`config.mk`:
```
export PLATFORM = sky130hd
export DESIGN_NAME = sobel_filter
export DESIGN_NICKNAME = d
export VERILOG_FILES = /design/src/rtl/sobel_pkg.sv /design/src/rtl/sobel_filter_sync_delay.sv /design/src/rtl/sobel_filter.sv
export SDC_FILE = /design/constraint.sdc
export NUM_CORES = 1
export LEC_CHECK = 0
export BUFFER_PORTS_ARGS = -buffer_cell sky130_fd_sc_hd__buf_2
export CORE_ASPECT_RATIO = 0.75
export CORE_MARGIN = 1.5
export CORE_UTILIZATION = 64
export CTS_BUF_LIST = sky130_fd_sc_hd__clkbuf_8
export DETAILED_ROUTE_END_ITERATION = 8
export GPL_TIMING_DRIVEN = 0
export PLACE_DENSITY = 0.92
export SYNTH_ARGS = -nofsm -noshare
export SYNTH_HDL_FRONTEND = slang
export SYNTH_SLANG_ARGS = --single-unit
```
`constraint.sdc`:
```
create_clock -name clk -period 3.2 [get_ports clk]
set_input_delay 0.64 -clock clk [delete_from_list [all_inputs] [get_ports clk]]
set_output_delay 0.64 -clock clk [all_outputs]
set_load 0.05 [all_outputs]
```
`src/rtl/sobel_pkg.sv`:
```
// Shared constants and helpers for the Sobel edge-magnitude pipeline.
// The kernel is the standard 3x3 Sobel pair: side taps weigh 1, centre taps weigh 2.
package sobel_pkg;

    localparam int DATA_W_DFLT = 8;
    localparam int PIPE_LAT    = 3;

    localparam int K_SIDE = 1;
    localparam int K_MID  = 2;

    // Clamp an 11-bit magnitude (max 2040) to an 8-bit pixel.
    function automatic logic [7:0] sat_u8(input logic [10:0] v);
        return (v > 11'd255) ? 8'hFF : v[7:0];
    endfunction

endpackage

```
`src/rtl/sobel_filter_sync_delay.sv`:
```
// Parameterized shift register that carries per-pixel control bits alongside
// the data pipeline so they stay aligned with the pixels they describe.
module sync_delay #(
    parameter int WIDTH = 1,
    parameter int DEPTH = 1
) (
    input  logic             i_clk,
    input  logic             i_rst_n,
    input  logic [WIDTH-1:0] i_d,
    output logic [WIDTH-1:0] o_q
);

    logic [WIDTH-1:0] r_sr [DEPTH];

    always_ff @(posedge i_clk or negedge i_rst_n) begin
        if (!i_rst_n) begin
            for (int i = 0; i < DEPTH; i++) r_sr[i] <= '0;
        end else begin
            r_sr[0] <= i_d;
            for (int i = 1; i < DEPTH; i++) r_sr[i] <= r_sr[i-1];
        end
    end

    assign o_q = r_sr[DEPTH-1];

endmodule

```
`src/rtl/sobel_filter.sv`:
```
// Three-stage Sobel gradient: signed Gx/Gy, absolute values, then sum,
// saturate/binarize and frame-border blanking. Sync and de ride along.
module sobel_filter
    import sobel_pkg::*;
#(
    parameter int DATA_W    = DATA_W_DFLT,
    parameter int H_ACTIVE  = 22,
    parameter int V_ACTIVE  = 5,
    parameter int THRESHOLD = 0
) (
    input  logic              clk,
    input  logic              rst,
    input  logic [DATA_W-1:0] win1,
    input  logic [DATA_W-1:0] win2,
    input  logic [DATA_W-1:0] win3,
    input  logic [DATA_W-1:0] win4,
    input  logic [DATA_W-1:0] win5,
    input  logic [DATA_W-1:0] win6,
    input  logic [DATA_W-1:0] win7,
    input  logic [DATA_W-1:0] win8,
    input  logic [DATA_W-1:0] win9,
    input  logic              hsync_in,
    input  logic              vsync_in,
    input  logic              de_in,
    output logic [DATA_W-1:0] pixel_out,
    output logic              hsync_out,
    output logic              vsync_out,
    output logic              de_out
);

    localparam int GW = DATA_W + 3;
    localparam int MW = DATA_W + 2;
    localparam int SW = DATA_W + 3;
    localparam int CW = $clog2(H_ACTIVE + 1);
    localparam int RW = $clog2(V_ACTIVE + 1);

    localparam logic [CW-1:0] COL_LAST = CW'(H_ACTIVE - 1);
    localparam logic [RW-1:0] ROW_LAST = RW'(V_ACTIVE - 1);

    localparam logic signed [GW-1:0] C_SIDE = GW'(K_SIDE);
    localparam logic signed [GW-1:0] C_MID  = GW'(K_MID);

    logic [DATA_W-1:0]        w_win [9];
    logic signed [GW-1:0]     w_x   [9];
    logic signed [GW-1:0]     w_gx_p0;
    logic signed [GW-1:0]     w_gy_p0;

    logic [CW-1:0]            r_col;
    logic [RW-1:0]            r_row;
    logic                     r_de_d;
    logic                     r_vs_d;
    logic                     w_de_fall;
    logic                     w_vs_rise;
    logic                     w_border_p0;

    logic signed [GW-1:0]     r_gx_p1;
    logic signed [GW-1:0]     r_gy_p1;
    logic [MW-1:0]            w_agx_p1;
    logic [MW-1:0]            w_agy_p1;

    logic [MW-1:0]            r_agx_p2;
    logic [MW-1:0]            r_agy_p2;
    logic [SW-1:0]            w_sum_p2;
    logic [DATA_W-1:0]        w_mag_p2;
    logic [3:0]               w_ctl_p2;
    logic                     w_hsync_p2;
    logic                     w_vsync_p2;
    logic                     w_de_p2;
    logic                     w_border_p2;

    logic [DATA_W-1:0]        r_pix_p3;
    logic                     r_hsync_p3;
    logic                     r_vsync_p3;
    logic                     r_de_p3;

    // Stage 0: zero-extend the window and form the signed gradients.
    assign w_win = '{win1, win2, win3, win4, win5, win6, win7, win8, win9};

    always_comb begin
        for (int i = 0; i < 9; i++) w_x[i] = $signed({3'b000, w_win[i]});
    end

    assign w_gx_p0 = (C_SIDE * w_x[2] + C_MID * w_x[5] + C_SIDE * w_x[8])
                   - (C_SIDE * w_x[0] + C_MID * w_x[3] + C_SIDE * w_x[6]);
    assign w_gy_p0 = (C_SIDE * w_x[6] + C_MID * w_x[7] + C_SIDE * w_x[8])
                   - (C_SIDE * w_x[0] + C_MID * w_x[1] + C_SIDE * w_x[2]);

    // Position counters describe the pixel currently at the input.
    assign w_de_fall   = r_de_d & ~de_in;
    assign w_vs_rise   = vsync_in & ~r_vs_d;
    assign w_border_p0 = de_in & ((r_col == '0) || (r_col == COL_LAST) ||
                                  (r_row == '0) || (r_row == ROW_LAST));

    always_ff @(posedge clk or negedge rst) begin
        if (!rst) begin
            r_col  <= '0;
            r_row  <= '0;
            r_de_d <= 1'b0;
            r_vs_d <= 1'b0;
        end else begin
            r_de_d <= de_in;
            r_vs_d <= vsync_in;
            if (!de_in)
                r_col <= '0;
            else if (r_col != COL_LAST)
                r_col <= r_col + 1'b1;
            // A vsync edge landing on the end of a line still restarts the frame.
            if (w_vs_rise)
                r_row <= '0;
            else if (w_de_fall && (r_row != ROW_LAST))
                r_row <= r_row + 1'b1;
        end
    end

    sync_delay #(
        .WIDTH (4),
        .DEPTH (PIPE_LAT - 1)
    ) u_ctl_delay (
        .i_clk   (clk),
        .i_rst_n (rst),
        .i_d     ({hsync_in, vsync_in, de_in, w_border_p0}),
        .o_q     (w_ctl_p2)
    );

    assign {w_hsync_p2, w_vsync_p2, w_de_p2, w_border_p2} = w_ctl_p2;

    // Stage 1: register gradients.
    always_ff @(posedge clk or negedge rst) begin
        if (!rst) begin
            r_gx_p1 <= '0;
            r_gy_p1 <= '0;
        end else begin
            r_gx_p1 <= w_gx_p0;
            r_gy_p1 <= w_gy_p0;
        end
    end

    assign w_agx_p1 = r_gx_p1[GW-1] ? MW'(-r_gx_p1) : MW'(r_gx_p1);
    assign w_agy_p1 = r_gy_p1[GW-1] ? MW'(-r_gy_p1) : MW'(r_gy_p1);

    // Stage 2: register absolute values.
    always_ff @(posedge clk or negedge rst) begin
        if (!rst) begin
            r_agx_p2 <= '0;
            r_agy_p2 <= '0;
        end else begin
            r_agx_p2 <= w_agx_p1;
            r_agy_p2 <= w_agy_p1;
        end
    end

    assign w_sum_p2 = {1'b0, r_agx_p2} + {1'b0, r_agy_p2};

    always_comb begin
        w_mag_p2 = sat_u8(w_sum_p2);
        if (THRESHOLD != 0)
            w_mag_p2 = (w_sum_p2 >= SW'(THRESHOLD)) ? '1 : '0;
    end

    // Stage 3: output registers with border/blanking suppression.
    always_ff @(posedge clk or negedge rst) begin
        if (!rst) begin
            r_pix_p3   <= '0;
            r_hsync_p3 <= 1'b0;
            r_vsync_p3 <= 1'b0;
            r_de_p3    <= 1'b0;
        end else begin
            r_pix_p3   <= (w_de_p2 && !w_border_p2) ? w_mag_p2 : '0;
            r_hsync_p3 <= w_hsync_p2;
            r_vsync_p3 <= w_vsync_p2;
            r_de_p3    <= w_de_p2;
        end
    end

    assign pixel_out = r_pix_p3;
    assign hsync_out = r_hsync_p3;
    assign vsync_out = r_vsync_p3;
    assign de_out    = r_de_p3;

endmodule

```
* After elaboration in Yosys (flattened, before gate mapping)
Cells that the tools add are included.
Word-level totals: bits of input ports 77, flip-flop bits (word level) 71, output and inout port bits 11, logic and storage cells 57
Operators by class: muxes and demuxes 8, bitwise gates (word level) 5, $lt $le $gt $ge 1, reductions and logical operators 9, equality and inequality tests 5, add/subtract/negate cells 15
Operator list (number):
- 10-bit by 8-bit adder with 11-bit output | 4
- 8-bit by 9-bit adder with 10-bit output | 4
- 11-bit subtractor | 2
- 10-bit two-way mux | 2
- 10-bit negator | 2
- 8-bit two-way mux | 2
- 10-bit by 10-bit adder with 11-bit output | 1
- 11-bit by 8-bit > comparator with 1-bit output, second input constant | 1
- 5-bit two-way mux | 2
- 3-bit two-way mux | 2
- 5-bit by 1-bit adder with 5-bit output, second input constant | 1
- 5-bit equality test, second input constant | 1
- 5-bit logical NOT | 1
- 5-bit != test, second input constant | 1
- 3-bit by 1-bit adder with 3-bit output, second input constant | 1
- 1-bit bitwise AND | 3
- 3-bit equality test, second input constant | 1
- 3-bit logical NOT | 1
- 1-bit logical OR | 3
- 3-bit != test, second input constant | 1
- 1-bit logical AND | 2
- 2-bit by 1-bit != test with 1-bit output, second input constant | 1
- 1-bit inverter | 2
- 2-bit nonzero test | 1
- 1-bit logical NOT | 1

* Logic depth before layout (Yosys ltp)
word-level depth 5, depth in mapped cells 16, gate-level depth less buffers 16

* By module
Synthesis repeated with hierarchy kept, for this count alone.
Second synthesis, totals: cells, all modules 533, area, all modules 5491.5 sq um
Modules (own cells, without submodules):
- sobel_filter | seq. area each 1576.5 sq um, cells each 521, area each 5261.3 sq um, times used 1
- sync_delay | seq. area each 200.2 sq um, cells each 12, area each 230.2 sq um, times used 1

* Worst setup path after synthesis
Ideal clock, no wire load.
path type input to register, start in win1[3], end reg r_gy_p1[9], stages 13, data required time 3.120 ns, arrival time 3.610 ns, setup slack -0.490 ns, library setup time 0.080 ns, path buffers 0, cell sequence inv_1 -> fa_1 -> fa_1 -> inv_1 -> fa_1 -> inv_1 -> ha_1 -> nor2b_1 -> o21a_1 -> nor2_1 -> o21bai_1 -> a311oi_1 -> xnor2_1
On the way: cells in the longest elaborated chain, start to end 3
Ends and longest elaborated chain:
- from (decl) | line sobel_filter.sv:13 | input logic [DATA_W-1:0] win1,
- 8-bit by 9-bit adder with 10-bit output | line sobel_filter.sv:86 | - (C_SIDE * w_x[0] + C_MID * w_x[1] + C_SIDE * w_x[2]);
- 10-bit by 8-bit adder with 11-bit output | line sobel_filter.sv:86
- 11-bit subtractor | line sobel_filter.sv:86
- net w_gy_p0[9] | line sobel_filter.sv:46 | logic signed [GW-1:0] w_gy_p0;
- to (signal assigned) | line sobel_filter.sv:134 | r_gy_p1 <= w_gy_p0;
- to (decl) | line sobel_filter.sv:57 | logic signed [GW-1:0] r_gy_p1;
The timed path passes the listed nets, and every way through them passes these cells. A chain may end at the register's enable or synchronous reset.

* Final worst setup path
start in win9[3], end reg r_gy_p1[9]
On the way: cells in the longest elaborated chain, start to end 2
Ends and longest elaborated chain:
- from (decl) | line sobel_filter.sv:21 | input logic [DATA_W-1:0] win9,
- 10-bit by 8-bit adder with 11-bit output | line sobel_filter.sv:85 | assign w_gy_p0 = (C_SIDE * w_x[6] + C_MID * w_x[7] + C_SIDE * w_x[8])
- 11-bit subtractor | line sobel_filter.sv:86
- net w_gy_p0[9] | line sobel_filter.sv:46
The timed path passes the listed nets, and every way through them passes these cells.

==> summary by stage <==
Placed design
The congestion estimate from routability-driven global placement came to 0.846. In this run the tool buffered the top-level ports with 79 buffer cells. The setup slack at placement is -0.670 ns. In this run the cell area measured after placement is 0.00591 mm². The HPWL after detailed placement is roughly 7500 µm.

Final layout
The combined area of the multi-input logic cells is between 0.003 and 0.004 mm². The count of fill cells added during filler insertion is 437. The final cell area excluding filler cells is 0.00640 mm².

For this run, the post-layout net count is between 700 and 800. The number of antenna diodes in the final layout is 0. The fraction of final layout cells sized beyond drive strength 1 is 26.4%. Compared with the post-synthesis result, the final layout area differs by 22.3%. The area occupied by registers is 0.00173 mm².

Run
Max-cap violations in this run came to 0.

Clock network
Clock tree synthesis inserted a total of 9 buffers. The H-tree generated during clock tree synthesis spans 3 levels. The TritonCTS clock tree is done. The clock sink count is approximately 70.

The cell at the root of the clock tree is sky130_fd_sc_hd__clkbuf_8. The worst-skew pair later-pin latency is 0.35 ns. Counting along the longest clock path gives a buffer depth of 2. The number of hold buffers added after CTS was 0. After clock tree synthesis, the clock-pin slew on the worst setup and hold paths is approximately 0.060 ns.

Worst setup path
The endpoint identified for the worst register-to-register timing path is pixel_out[0]. The startpoint kind of the worst setup timing path is an input pin. The critical path data arrival time is 3.72 ns.

Across all register-to-register paths, the minimum setup slack is 0.96 ns. At the worst endpoint, the required time is 3.46 ns. The source of the worst register-to-register timing path is r_agy_p2[0].

The type of element capturing the critical path is a flip-flop. The critical path in this run is classified as in -> reg. In this run the worst path has a maximum fanout of 2.

For the worst flop-to-flop path, the logic depth is 9.

Min path
The type of the worst min-delay path is reg -> reg. The worst hold path cell count is 0. For hold timing, the worst endpoint is hsync_out. The startpoint identified for the worst hold timing path is u_ctl_delay.o_q[3].

Pwr
Of the total power, the share spent switching nets is 44.2%. Internal power comes to 0.00339 W. The analysis attributes to net switching a power of 0.00269 W.

The clock power share is around a tenth. Across the VDD grid, the largest voltage drop is 0.554 mV. The power share of the sequential group is roughly a quarter. The cell leakage power is between 3 and 4 nW. For this design the ratio of total power to cell area is 950 mW/mm².

The logic gate share of total power is 66.8%.

Timing
The achievable clock frequency is 289 MHz. Setup violations remaining at the end of the flow were counted as 10. For the pin with the worst max-slew slack, the measured transition is 0.829 ns.

The post-route setup TNS is -1.74 ns. The number of hold violations in the final report was 0. For the final database, setup skew stands at 0.0110 ns. For the finished layout, the period the worst path requires is between 3 and 4 ns. Setup repair after global routing could not meet its margin everywhere. The headroom to the max-slew limit is 44.7%. The final critical path takes up 108% of the cycle.

The final worst-path setup slack is -0.263 ns. The count of pins over their slew limit is 0.

Routing
For this block, the routed nets add up to about 12000 µm of wire. The starting DRC count in detailed routing is about 170. The number of nets with antenna violations after routing is 0. Dividing the detail-routed via count by the number of cells gives 5.26. The first detailed-routing pass took 5 iterations. The post-detailed-route DRC marker count is 0. For this block, the via count after detailed routing is 3753.

Dividing the detail-routed wire length by the instance count gives 16.5 µm.

Outcome
The checks that failed: negative setup slack. The flow ran to the end, but the final reports show violations.

Synth
The mapped netlist covers 0.00523 mm². By count the netlist is led by 159 x sky130_fd_sc_hd__inv_1, 69 x sky130_fd_sc_hd__dfrtp_1, 63 x sky130_fd_sc_hd__fa_1, 41 x sky130_fd_sc_hd__ha_1, 35 x sky130_fd_sc_hd__xnor2_1. The synthesized netlist contains 37 unique library cells. Of the post-synthesis cell area, the dominant cell type holds 33.0%.

By area the synthesized netlist is led by sky130_fd_sc_hd__dfrtp_1 33%, sky130_fd_sc_hd__fa_1 24%, sky130_fd_sc_hd__inv_1 11%. For this run, the register share of the synthesized area comes to 33.0%. After technology mapping, the gate count stands at 504. For this run, asynchronously set or reset flops after synthesis account for 100%. The number of flops mapped to enable cells by yosys is 0.

The average instance area after synthesis is 10.4 µm². The Yosys step of the flow raised 0 warnings. By instance count, the leading cell after synthesis is sky130_fd_sc_hd__inv_1. The cell taking the most area after synthesis is sky130_fd_sc_hd__dfrtp_1. The net count after synthesis is 685.

The synthesis-stage register bit count is 69. In the synthesized netlist the dominant register cell turns out to be sky130_fd_sc_hd__dfrtp_1.

Global routing
For this run, the total global-route usage over all layers was measured as 25.5%. The aggregate global routing overflow is 0. Entering global routing, the biggest net connects 70 pins. The first global-routing pass estimated 16900 µm of wire. The initial antenna violation count is 0. The via count of the first global-routing pass is 3811.

Floorplanning
The die covers 0.00873 mm². Row generation in the floorplan step produced 28 rows. The height of the die is around 81 µm. The number of ports placed on the die boundary is 88. The floorplan step defined a core boundary enclosing about 0.008 mm². The die is 107 µm wide. Once the floorplan was initialized, standard cells occupied about two thirds of the core.
-- worst max-delay path, cell delays in order --
cell and delay (ns):
sky130_fd_sc_hd__buf_2 0.11, sky130_fd_sc_hd__inv_1 0.07, sky130_fd_sc_hd__fa_1 0.49, sky130_fd_sc_hd__inv_1 0.05
sky130_fd_sc_hd__fa_1 0.51, sky130_fd_sc_hd__inv_2 0.05, sky130_fd_sc_hd__fa_1 0.53, sky130_fd_sc_hd__inv_2 0.05
sky130_fd_sc_hd__ha_4 0.22, sky130_fd_sc_hd__nor2b_4 0.12, sky130_fd_sc_hd__o21a_1 0.19, sky130_fd_sc_hd__nor2_2 0.13
sky130_fd_sc_hd__o21bai_2 0.10, sky130_fd_sc_hd__a311oi_2 0.29, sky130_fd_sc_hd__xnor2_1 0.16
-- cells by family (layout without fill, tap and decap cells) --
kind of cell               Yosys count  count (layout)  share of synthesized area [%]
DFF                                 69              69                           33.0
adders and majority gates          104             104                           33.9
muxes                                1               1                          0.191
and+or+nand+nor                     60              60                           5.65
buffers and inverters              162             267                           11.6
xor gates and xnor gates            42              42                           7.03
AOI/OAI and AO/OA                   66              66                           8.56
-- power by group through the flow --
stage / clock network, W / logic (W) / registers (W)
after floorplan: 0 / 0.00248 / 0.00150
after global placement: 0 / 0.00306 / 0.00141
after CTS: 0.000591 / 0.00340 / 0.00142
after detailed placement: 0 / 0.00324 / 0.00144
after global routing: 0.000634 / 0.00440 / 0.00146
final: 0.000588 / 0.00406 / 0.00143
-- cells in the final DEF, fill, tap and decap left out, types with 5 or more instances in the layout --
| cell | count |
|---|---|
| sky130_fd_sc_hd__buf_8 | 6 |
| sky130_fd_sc_hd__or3_1 | 5 |
| sky130_fd_sc_hd__nand2b_1 | 5 |
| sky130_fd_sc_hd__clkbuf_8 | 10 |
| sky130_fd_sc_hd__a21oi_2 | 6 |
| sky130_fd_sc_hd__inv_1 | 141 |
| sky130_fd_sc_hd__buf_2 | 67 |
| sky130_fd_sc_hd__a21o_1 | 5 |
| sky130_fd_sc_hd__buf_4 | 13 |
| sky130_fd_sc_hd__nand2_1 | 17 |
| sky130_fd_sc_hd__xor2_1 | 7 |
| sky130_fd_sc_hd__o21ai_0 | 5 |
| sky130_fd_sc_hd__fa_2 | 5 |
| sky130_fd_sc_hd__fa_1 | 58 |
| sky130_fd_sc_hd__dfrtp_1 | 69 |
| sky130_fd_sc_hd__o21a_1 | 8 |
| sky130_fd_sc_hd__nor2_1 | 12 |
| sky130_fd_sc_hd__ha_1 | 31 |
| sky130_fd_sc_hd__xnor2_1 | 31 |
| sky130_fd_sc_hd__inv_2 | 14 |
| sky130_fd_sc_hd__o31ai_1 | 6 |
| sky130_fd_sc_hd__ha_4 | 9 |
| sky130_fd_sc_hd__nor2b_1 | 7 |
| sky130_fd_sc_hd__a21oi_1 | 14 |
-- sequential cells by signal, summed over array words and instances (netlist names) --
name / cells
de_out: 1
vsync_out: 1
u_ctl_delay.r_sr: 4
hsync_out: 1
pixel_out: 8
r_agx_p2: 10
r_gy_p1: 11
u_ctl_delay.o_q: 4
r_gx_p1: 11
r_col: 5
r_row: 3
r_agy_p2: 10
-- per-stage QoR --
| step | instances | utilization (%) | hold WS [ns] | power, W |
|---|---|---|---|---|
| 6_report | 714 | 80.8 | 0.348 | 0.00608 |
| 5_1_grt | 714 | 80.8 | 0.349 | 0.00649 |
| 4_1_cts | 708 | 77.9 | 0.350 | 0.00541 |
| 3_5_place_dp | 688 | 74.7 | 0.336 | 0.00467 |
| 3_3_place_gp | 688 | 74.7 | 0.334 | 0.00447 |
| 2_1_floorplan | 504 | - | 0.331 | 0.00398 |
-- final cells by class --
class	count	area share [%]
timing repair buffer	90	8.88
sequential	69	27.0
tap	105	2.05
clock buffer	10	2.15
buffer	3	0.176
inverter	159	10.1
multi-input combinational	273	49.3
clock inverter	5	0.333
-- routing by layer --
metal	routed length [µm]	up-vias	GRT usage, %
met2	6270	141	47.3
li1	-	1712	-
met1	4520	1866	29.2
met4	385	0	11.8
met3	640	34	4.33
met5	0	-	0
-- worst max path at each step --
| stage | startpoint | to | slack [ns] |
|---|---|---|---|
| 2_1_floorplan | win2[2] | r_gy_p1[9] | -0.34 |
| 3_3_place_gp | win2[2] | r_gy_p1[9] | -0.64 |
| 3_5_place_dp | win2[2] | r_gy_p1[9] | -0.67 |
| 4_1_cts | win3[3] | r_gy_p1[9] | -0.22 |
| 5_1_grt | win9[3] | r_gy_p1[9] | -0.32 |
| 6_report | win9[3] | r_gy_p1[9] | -0.26 |
-- what timing repair did --
action,CTS,global route
buffers inserted,5,7
gates resized for setup,17,39
endpoints found under the setup margin,10,13
pin swaps,23,19
Note: power is estimated with default switching activity, not from simulation.
